$ cat src/rtl/key_event_ctrl.sv
// -----------------------------------------------------------------------------
// key_event_ctrl
//
// Turns the keypad scanner's "exactly one key down" flag into a stream of
// press / release / auto-repeat events. Events are queued in a small circular
// FIFO so a slow consumer (firmware polling loop, UART bridge) does not miss
// them. When the FIFO is full, new events are dropped and a sticky overflow
// flag is raised. Key tracking never stalls on a full FIFO.
//
// Event stream handshake:
//   evt_valid is high whenever the FIFO holds at least one event, and
//   evt_code/evt_type then describe the oldest one. A pop happens on every
//   rising edge where evt_valid && evt_ready. evt_ready while evt_valid=0 is
//   ignored. evt_valid/evt_code/evt_type never depend combinationally on
//   evt_ready or on the key inputs, so an event pushed at edge N first
//   appears just after edge N.
//
// Parameters:
//   HOLD_CYCLES   - edges from the press edge to the first repeat event
//   REPEAT_CYCLES - edges between later repeat events
//   DEPTH         - FIFO entries; must be a power of 2 and at least 2
//
// Ports:
//   clk          - system clock, rising edge
//   rst_n        - asynchronous active-low reset (deassertion already
//                  synchronised by the integrating top level)
//   key_ready    - debounced "exactly one key down" flag
//   key_code     - {col[2:0], row[1:0]}, meaningful only while key_ready=1
//   evt_valid    - head event is presented (FIFO non-empty)
//   evt_ready    - consumer pop strobe
//   evt_code     - keycode of the head event
//   evt_type     - 01 press, 10 release, 11 repeat (00 is never stored)
//   held         - a key is currently being tracked (PRESSED or REPEAT)
//   held_code    - code of the tracked key; keeps its last value when idle
//   overflow     - sticky: an event was dropped because the FIFO was full
//   clr_overflow - synchronous clear of overflow (a same-edge drop wins)
//   fsm_state    - debug view of the tracker state:
//                  00 IDLE, 01 PRESSED, 10 REPEAT
// -----------------------------------------------------------------------------
module key_event_ctrl #(
    parameter logic [23:0] HOLD_CYCLES   = 24'd50_000_000,
    parameter logic [23:0] REPEAT_CYCLES = 24'd10_000_000,
    parameter int          DEPTH         = 8
) (
    input  logic       clk,
    input  logic       rst_n,
    input  logic       key_ready,
    input  logic [4:0] key_code,
    output logic       evt_valid,
    input  logic       evt_ready,
    output logic [4:0] evt_code,
    output logic [1:0] evt_type,
    output logic       held,
    output logic [4:0] held_code,
    output logic       overflow,
    input  logic       clr_overflow,
    output logic [1:0] fsm_state
);

    localparam int PW = $clog2(DEPTH);
    localparam int CW = PW + 1;

    localparam logic [CW-1:0] FULL_COUNT = CW'(DEPTH);
    localparam logic [PW-1:0] PTR_ONE    = PW'(1);
    localparam logic [CW-1:0] CNT_ONE    = CW'(1);

    // Timer values at which the repeat fires; the timer counts edges spent
    // in the current state, starting from 0 right after entry.
    localparam logic [23:0] HOLD_LAST   = HOLD_CYCLES - 24'd1;
    localparam logic [23:0] REPEAT_LAST = REPEAT_CYCLES - 24'd1;
    localparam logic [23:0] TIMER_MAX   = 24'hFF_FFFF;

    localparam logic [1:0] EVT_PRESS   = 2'b01;
    localparam logic [1:0] EVT_RELEASE = 2'b10;
    localparam logic [1:0] EVT_REPEAT  = 2'b11;

    typedef enum logic [1:0] {
        ST_IDLE    = 2'b00,
        ST_PRESSED = 2'b01,
        ST_REPEAT  = 2'b10
    } state_t;

    state_t      state;
    logic [23:0] timer;

    // -------------------------------------------------------------------------
    // Event decision. At most one of do_press/do_release/do_repeat is set on
    // any edge. Release has priority over a coinciding timer expiry, and a
    // code change counts as a release of the held key; the new key's press
    // follows one edge later from IDLE.
    // -------------------------------------------------------------------------
    logic       same_key;
    logic       do_press;
    logic       do_release;
    logic       do_repeat;
    logic       push_en;
    logic [6:0] push_word;
    logic [23:0] timer_inc;

    assign same_key  = key_ready && (key_code == held_code);
    // Saturating increment: the timer never wraps back to a value that
    // could fire a spurious repeat.
    assign timer_inc = (timer != TIMER_MAX) ? (timer + 24'd1) : timer;

    always_comb begin
        do_press   = 1'b0;
        do_release = 1'b0;
        do_repeat  = 1'b0;
        case (state)
            ST_IDLE: begin
                do_press = key_ready;
            end
            ST_PRESSED: begin
                if (!same_key) begin
                    do_release = 1'b1;
                end else if (timer == HOLD_LAST) begin
                    do_repeat = 1'b1;
                end
            end
            ST_REPEAT: begin
                if (!same_key) begin
                    do_release = 1'b1;
                end else if (timer == REPEAT_LAST) begin
                    do_repeat = 1'b1;
                end
            end
            default: begin
                do_press = 1'b0;
            end
        endcase
    end

    always_comb begin
        push_en   = do_press | do_release | do_repeat;
        push_word = {held_code, EVT_REPEAT};
        if (do_press) begin
            push_word = {key_code, EVT_PRESS};
        end else if (do_release) begin
            push_word = {held_code, EVT_RELEASE};
        end
    end

    // -------------------------------------------------------------------------
    // Key tracker FSM. Timer is cleared on every state entry (including the
    // REPEAT -> REPEAT re-arm after each repeat event).
    // -------------------------------------------------------------------------
    always_ff @(posedge clk or negedge rst_n) begin
        if (!rst_n) begin
            state     <= ST_IDLE;
            timer     <= 24'd0;
            held      <= 1'b0;
            held_code <= 5'd0;
        end else begin
            case (state)
                ST_IDLE: begin
                    if (do_press) begin
                        state     <= ST_PRESSED;
                        held      <= 1'b1;
                        held_code <= key_code;
                        timer     <= 24'd0;
                    end
                end
                ST_PRESSED: begin
                    if (do_release) begin
                        state <= ST_IDLE;
                        held  <= 1'b0;
                        timer <= 24'd0;
                    end else if (do_repeat) begin
                        state <= ST_REPEAT;
                        timer <= 24'd0;
                    end else begin
                        timer <= timer_inc;
                    end
                end
                ST_REPEAT: begin
                    if (do_release) begin
                        state <= ST_IDLE;
                        held  <= 1'b0;
                        timer <= 24'd0;
                    end else if (do_repeat) begin
                        timer <= 24'd0;
                    end else begin
                        timer <= timer_inc;
                    end
                end
                default: begin
                    state <= ST_IDLE;
                    held  <= 1'b0;
                    timer <= 24'd0;
                end
            endcase
        end
    end

    assign fsm_state = state;

    // -------------------------------------------------------------------------
    // Event FIFO. Pointers are log2(DEPTH) bits and wrap naturally because
    // DEPTH is a power of 2. A push into a full FIFO still succeeds when a pop
    // happens on the same edge, since the pop frees the slot.
    // -------------------------------------------------------------------------
    logic [6:0]    mem [DEPTH];
    logic [PW-1:0] wr_ptr;
    logic [PW-1:0] rd_ptr;
    logic [CW-1:0] count;
    logic          fifo_full;
    logic          do_pop;
    logic          do_push;
    logic          drop;

    assign fifo_full = (count == FULL_COUNT);
    assign do_pop    = evt_valid & evt_ready;
    assign do_push   = push_en & (~fifo_full | do_pop);
    assign drop      = push_en & fifo_full & ~do_pop;

    always_ff @(posedge clk or negedge rst_n) begin
        if (!rst_n) begin
            wr_ptr <= '0;
            rd_ptr <= '0;
            count  <= '0;
        end else begin
            if (do_push) begin
                wr_ptr <= wr_ptr + PTR_ONE;
            end
            if (do_pop) begin
                rd_ptr <= rd_ptr + PTR_ONE;
            end
            case ({do_push, do_pop})
                2'b10:   count <= count + CNT_ONE;
                2'b01:   count <= count - CNT_ONE;
                default: count <= count;
            endcase
        end
    end

    // Storage needs no reset: a slot is only ever read after being written,
    // and the head outputs are forced to zero while the FIFO is empty.
    always_ff @(posedge clk) begin
        if (do_push) begin
            mem[wr_ptr] <= push_word;
        end
    end

    always_ff @(posedge clk or negedge rst_n) begin
        if (!rst_n) begin
            overflow <= 1'b0;
        end else if (drop) begin
            overflow <= 1'b1;
        end else if (clr_overflow) begin
            overflow <= 1'b0;
        end
    end

    logic [6:0] head_word;

    assign head_word = mem[rd_ptr];
    assign evt_valid = (count != '0);
    assign evt_code  = evt_valid ? head_word[6:2] : 5'd0;
    assign evt_type  = evt_valid ? head_word[1:0] : 2'b00;

endmodule

$ cat config.mk
export PLATFORM = sky130hd
export DESIGN_NAME = key_event_ctrl
export DESIGN_NICKNAME = d
export VERILOG_FILES = /design/src/rtl/key_event_ctrl.sv
export SDC_FILE = /design/constraint.sdc
export NUM_CORES = 1
export LEC_CHECK = 0
export BUFFER_PORTS_ARGS = -buffer_cell sky130_fd_sc_hd__buf_2
export CORE_ASPECT_RATIO = 1.2
export CORE_MARGIN = 3
export CORE_UTILIZATION = 61
export DETAILED_ROUTE_END_ITERATION = 10
export PLACE_DENSITY_LB_ADDON = 0.25
export SLEW_MARGIN = 25
export SYNTH_ARGS = -nofsm -noshare
export SYNTH_HDL_FRONTEND = slang
export SYNTH_SLANG_ARGS = --single-unit
$ cat constraint.sdc
create_clock -name clk -period 4.4 [get_ports clk]
set_clock_uncertainty 0.1 [all_clocks]
set_input_delay 0.44 -clock clk [delete_from_list [all_inputs] [get_ports clk]]
set_output_delay 0.44 -clock clk [all_outputs]
set_load 0.1 [all_outputs]
-- Word-level counts from Yosys, hierarchy flattened
Memory sizes are Yosys's and may differ from the RTL's.
Cells that the tools add are included.
- $add $sub $neg: 5
- equal/unequal tests: 14
- muxes and demuxes: 30
- bitwise logic cells: 9
- reductions and logical operators: 10
- operator list (operator ; count):
    $mux 24 ; 4
    $eq 24x24->1 const B ; 2
    $pmux 24 s2 ; 1
    $add 24x1->24 const B ; 1
    $ne 24x24->1 const B ; 1
    $mux 1 ; 14
    $mux 2 ; 5
    $pmux 4 s2 ; 1
    $mux 7 ; 1
    $add 3x1->3 const B ; 2
    $pmux 2 s3 ; 1
    $reduce_and 2->1 ; 3
    $eq 5x5->1 ; 1
    $mux 5 ; 1
    $add 4x1->4 const B ; 1
    $and 1x1->1 ; 4
    $eq 2x1->1 const B ; 2
    $eq 2x2->1 const B ; 2
    $eq 4x4->1 const B ; 1
    $ne 2x2->1 const B ; 2
    $ne 4x1->1 const B ; 1
    $pmux 1 s2 ; 2
    $reduce_bool 2->1 ; 2
    $reduce_bool 4->1 ; 1
    other kinds (9) ; 12
- bits in registers: 43
- bits in writable memories: 56
- input port bits: 10
- output and inout port bits: 17
- word-level logic and storage cells: 77
- memories kept: 1
- memories (memory ; depth ; bits a word ; read ports ; clocked after Yosys merged registers in ; wr ports ; RTL line ; RTL):
    mem ; 8 ; 7 ; 1 ; 0 ; 1 ; 202 ; logic [6:0] mem [DEPTH];

-- Logic depth before layout (Yosys ltp)
- depth after elaboration: 9
- mapped depth: 12
- depth with buffers taken out: 11

-- Worst setup path before layout
No wires, ideal clock.
- path type: flip-flop to flip-flop
- from: register state[0] (netlist: fsm_state[0])
- to: memory mem[2][0], enable pin
- setup time: 0.393 ns
- arrival: 3.411 ns
- data required time: 3.907 ns
- slack: 0.496 ns
- stages on the path, launching flop included: 8
- buffers on the path: 1
- clock period less this slack: 3.904 ns
- path through: dfrtp_1 > inv_1 > ha_1 > or4_1 > a21oi_2 > buf_6 > o211ai_1 > nor4b_1
- longest elaborated chain between the ends: 8
- elaborated cells on any way between the ends: 12
- classes of those cells: eq/ne: 2; mux: 5; bitwise: 3; reduce/logical: 2
- ends and longest elaborated chain (item ; RTL line ; RTL):
    start, declared ; 83 ; state_t state;
    start signal, assigned ; 149 ; state <= ST_IDLE;
    start signal, assigned ; 157 ; state <= ST_PRESSED;
    start signal, assigned ; 165 ; state <= ST_IDLE;
    $eq 2x2->1 or $eq 2x1->1 (tied branches) ; 109 ; case (state)
    $reduce_or 2->1 (no source line) ; - ;
    $mux 1 ; - ;
    $or 1x1->1 ; 134 ; push_en = do_press | do_release | do_repeat;
    $or 1x1->1 * ; 134 ;
    $and 1x1->1 * ; 213 ; assign do_push = push_en & (~fifo_full | do_pop);
    $mux 1 * ; 239 ; if (do_push) begin
    $mux 1 (implied by the code) * ; 240 ; mem[wr_ptr] <= push_word;
    end, declared ; 202 ;
Mark *: on every way between the ends. The rest lies on a longest branch, timed or not.

-- Worst setup path in the final report
- from: register timer[7]
- to: memory mem[7][6], enable pin
- longest elaborated chain between the ends: 8
- elaborated cells on any way between the ends: 11
- classes of those cells: eq/ne: 2; mux: 7; bitwise: 2
- ends and longest elaborated chain (item ; RTL line ; RTL):
    start, declared ; 84 ; logic [23:0] timer;
    start signal, assigned ; 172 ; timer <= timer_inc;
    start signal, assigned ; 183 ; timer <= timer_inc;
    $eq 24x24->1, on equally long branches ; 123, 116 ;
    $mux 1, on equally long branches ; 123, 116 ;
    $mux 1, on equally long branches ; 121, 114 ;
    $pmux 1 s2 * ; 109 ;
    $or 1x1->1 * ; 134 ;
    $and 1x1->1 * ; 213 ;
    $mux 1 * ; 239 ;
    $mux 1 (implied by the code) * ; 240 ;
Marks and branches as above.

==> flow_summary.json <==
{
  "slew_viol_final": 0,
  "diodes": 0,
  "place_congestion": 0.932,
  "mostFrequentLayoutCells": "56 x edfxtp_1, 42 x dfrtp_1, 28 x nand2_1",
  "hold_viol": 0,
  "row_count": 34,
  "critPathCaptureType": "flip-flop",
  "first_pass_iters": 5,
  "ys_types": 49,
  "cts.sinks": 99,
  "path_clk_slew_ns": 0.10,
  "synth-simple-area-share_pct": 15.2,
  "layout-drive-gt1-share_pct": 19.8,
  "syn_area_mm2": 0.00466,
  "yosys.area.top_type": "edfxtp_1",
  "max_clock_freq_mhz": 294,
  "holdCritPathClass": "primary input to flip-flop",
  "post-route-period-util_pct": 77.2,
  "core_mm2": 0.00732,
  "yosysTopAreaCellShare_pct": 36.1,
  "grt_overflow": 0,
  "start_kind": "flip-flop",
  "relSlewSlack_pct": 46.1,
  "ys_seq_elements": 99,
  "max_slew.worst_pin.slew_ns": 0.803,
  "clk_latency_ns": 0.35,
  "cts_buffers": 9,
  "syn_nets": 385,
  "synth_edf_count": 56,
  "final_antenna_net_count": 0,
  "via_per_inst": 6.40,
  "finalSetupViolations": 0,
  "synthAdderAreaFrac_pct": 1.88,
  "initial_utilization_pct": 63.6,
  "vdd_drop_max_mv": 0.854,
  "hold_buffers": 0,
  "p_leak_nw": 1.90,
  "clk_path_buf_depth": 2,
  "wl_mm": 9.66,
  "vias": 3192,
  "final_common_cell": "edfxtp_1",
  "status": "completed",
  "synth_top_family_by_area": "simple AND/OR/NAND/NOR gates",
  "seq_area_frac_synth_pct": 59.2,
  "yosys-top-cells-area": "edfxtp_1 36%, dfrtp_1 23%, mux4_2 6.8%",
  "io_buffers": 26,
  "cts_resized": 0,
  "n_fill_cell": 527,
  "clockRootBuffer": "clkbuf_8",
  "cts_tree": "built",
  "nets": 421,
  "cp_data_arrival_time_ns": 3.29,
  "synthXorXnorAreaFrac_pct": 2.44,
  "first_iter_violations": 216,
  "async_flop_share_pct": 43.4,
  "fin_setup_tns_ns": 0,
  "grt_max_degree": 44,
  "fin_crit_ns": 3.40,
  "grt_pass1_wl_mm": 15.8,
  "holdWs_ns": 0.196,
  "synth_area_per_cell_um2": 12.7,
  "critPathKind": "flip-flop to flip-flop",
  "ys_warn_count": 0,
  "required_ns": 4.29,
  "dieHeight_um": 102,
  "ys.flop_type": "edfxtp_1",
  "drcViolationCount": 0,
  "post_cts_buffers": 0,
  "rsz0062_at_grt": "no",
  "wl_per_cell_um": 19.3,
  "h-tree-depth": 3,
  "max_cap_violations": 0,
  "grtUsageTotal_pct": 23.7,
  "muxShareOfSynthArea_pct": 11.1,
  "antenna_found_initial": 0,
  "boundaryPins": 27,
  "dieArea_mm2": 0.00872,
  "grt_pass1_vias": 3120,
  "path_max_fanout": 11,
  "p_per_area_mw_per_mm2": 734,
  "post-dp-hpwl_mm": 6.72,
  "die_w_um": 85.8,
  "area_growth_pct": 10.1,
  "synth_compound_area_share_pct": 7.93,
  "synthCells": 368
}
==> critical path, stage by stage (launching register included) <==
cell and delay, ns:
dfrtp_1 0.43, or4b_1 0.56, or4_1 0.53, a21oi_2 0.38
o21a_1 0.36, nand3_1 0.19, nor2_1 0.48
==> per-layer routing <==
metal / share of wire (%) / vias up / global-route usage, %
met1: 40 / 1569 / 29.9
met5: 0 / - / 0
li1: - / 1489 / -
met4: 1.5 / 0 / 5.85
met2: 53 / 122 / 42.6
met3: 4.8 / 12 / 4.23
==> sequential cells by signal, summed over array words and instances (netlist names) <==
register / cells
count: 4
wr_ptr: 3
overflow: 1
fsm_state: 2
timer: 24
held_code: 5
mem: 56
held: 1
rd_ptr: 3
==> metrics by stage <==
step | setup WS [ns] | cell area (µm²) | util [%] | instances | power [mW]
2_1_floorplan | 0.496 | 4660 | - | 368 | 2.86
3_3_place_gp | 1.16 | 4920 | 67.2 | 482 | 3.17
3_5_place_dp | 1.07 | 4920 | 67.2 | 482 | 3.23
4_1_cts | 1.02 | 5110 | 69.9 | 498 | 3.79
5_1_grt | 0.767 | 5130 | 70.1 | 499 | 3.93
6_report | 1.00 | 5130 | 70.1 | 499 | 3.76
==> area by class of cell <==
type	instances	area [µm²]	area share (%)
Sequential cell	99	2760	53.8
Multi-Input combinational cell	245	1790	35.0
Timing Repair Buffer	38	225	4.39
Clock buffer	11	153	2.98
Tap cell	90	113	2.20
Clock inverter	5	43.8	0.854
Inverter	11	41.3	0.805
==> cell usage after synthesis, types with 2 or more instances <==
library cell and instances:
mux4_2 14, o41ai_1 2, or2_2 3, nor3_1 11
nand2b_1 2, inv_1 11, xor2_1 8, mux2i_1 11
and3_1 9, nand3_1 14, nor4b_1 2, buf_1 3
clkbuf_1 6, o211ai_1 2, nor3b_1 2, a21oi_1 19
nor4_1 6, mux2_2 8, nor2_1 21, xnor2_1 5
a211oi_1 2, nand2_1 28, ha_1 7, edfxtp_1 56
dfrtp_1 43, o31ai_1 5, or3_1 5, buf_6 2
or4_1 8, o21ai_0 21, nand4_1 12, buf_2 2
and4_1 2
==> cell families after synthesis <==
| kind of cell | count (synthesis) |
|---|---|
| simple gates | 131 |
| flops | 99 |
| compound gates | 61 |
| mux | 33 |
| buf+inv | 24 |
| xor+xnor | 13 |
| fa+ha+maj | 7 |
==> power by group <==
group	internal, mW	switching [mW]
registers	1.27	0.204
clock network	0.247	0.318
logic	0.468	1.26
total	1.98	1.78
==> worst paths after layout <==
kind | slack (ns) | from | depth (start not counted) | end
setup reg to reg | 1.00 | timer[7] | 6 | mem[7][6]
max in group asynchronous | 3.27 | rst_n | 2 | rd_ptr[0]
setup / recovery | 1.00 | timer[7] | 6 | mem[7][6]
min in group asynchronous | 0.51 | rst_n | 2 | count[3]
hold / removal | 0.20 | clr_overflow | 2 | overflow
hold reg to reg | 0.44 | count[2] | 1 | count[2]
No activity file was read; power rests on OpenSTA's default activity.
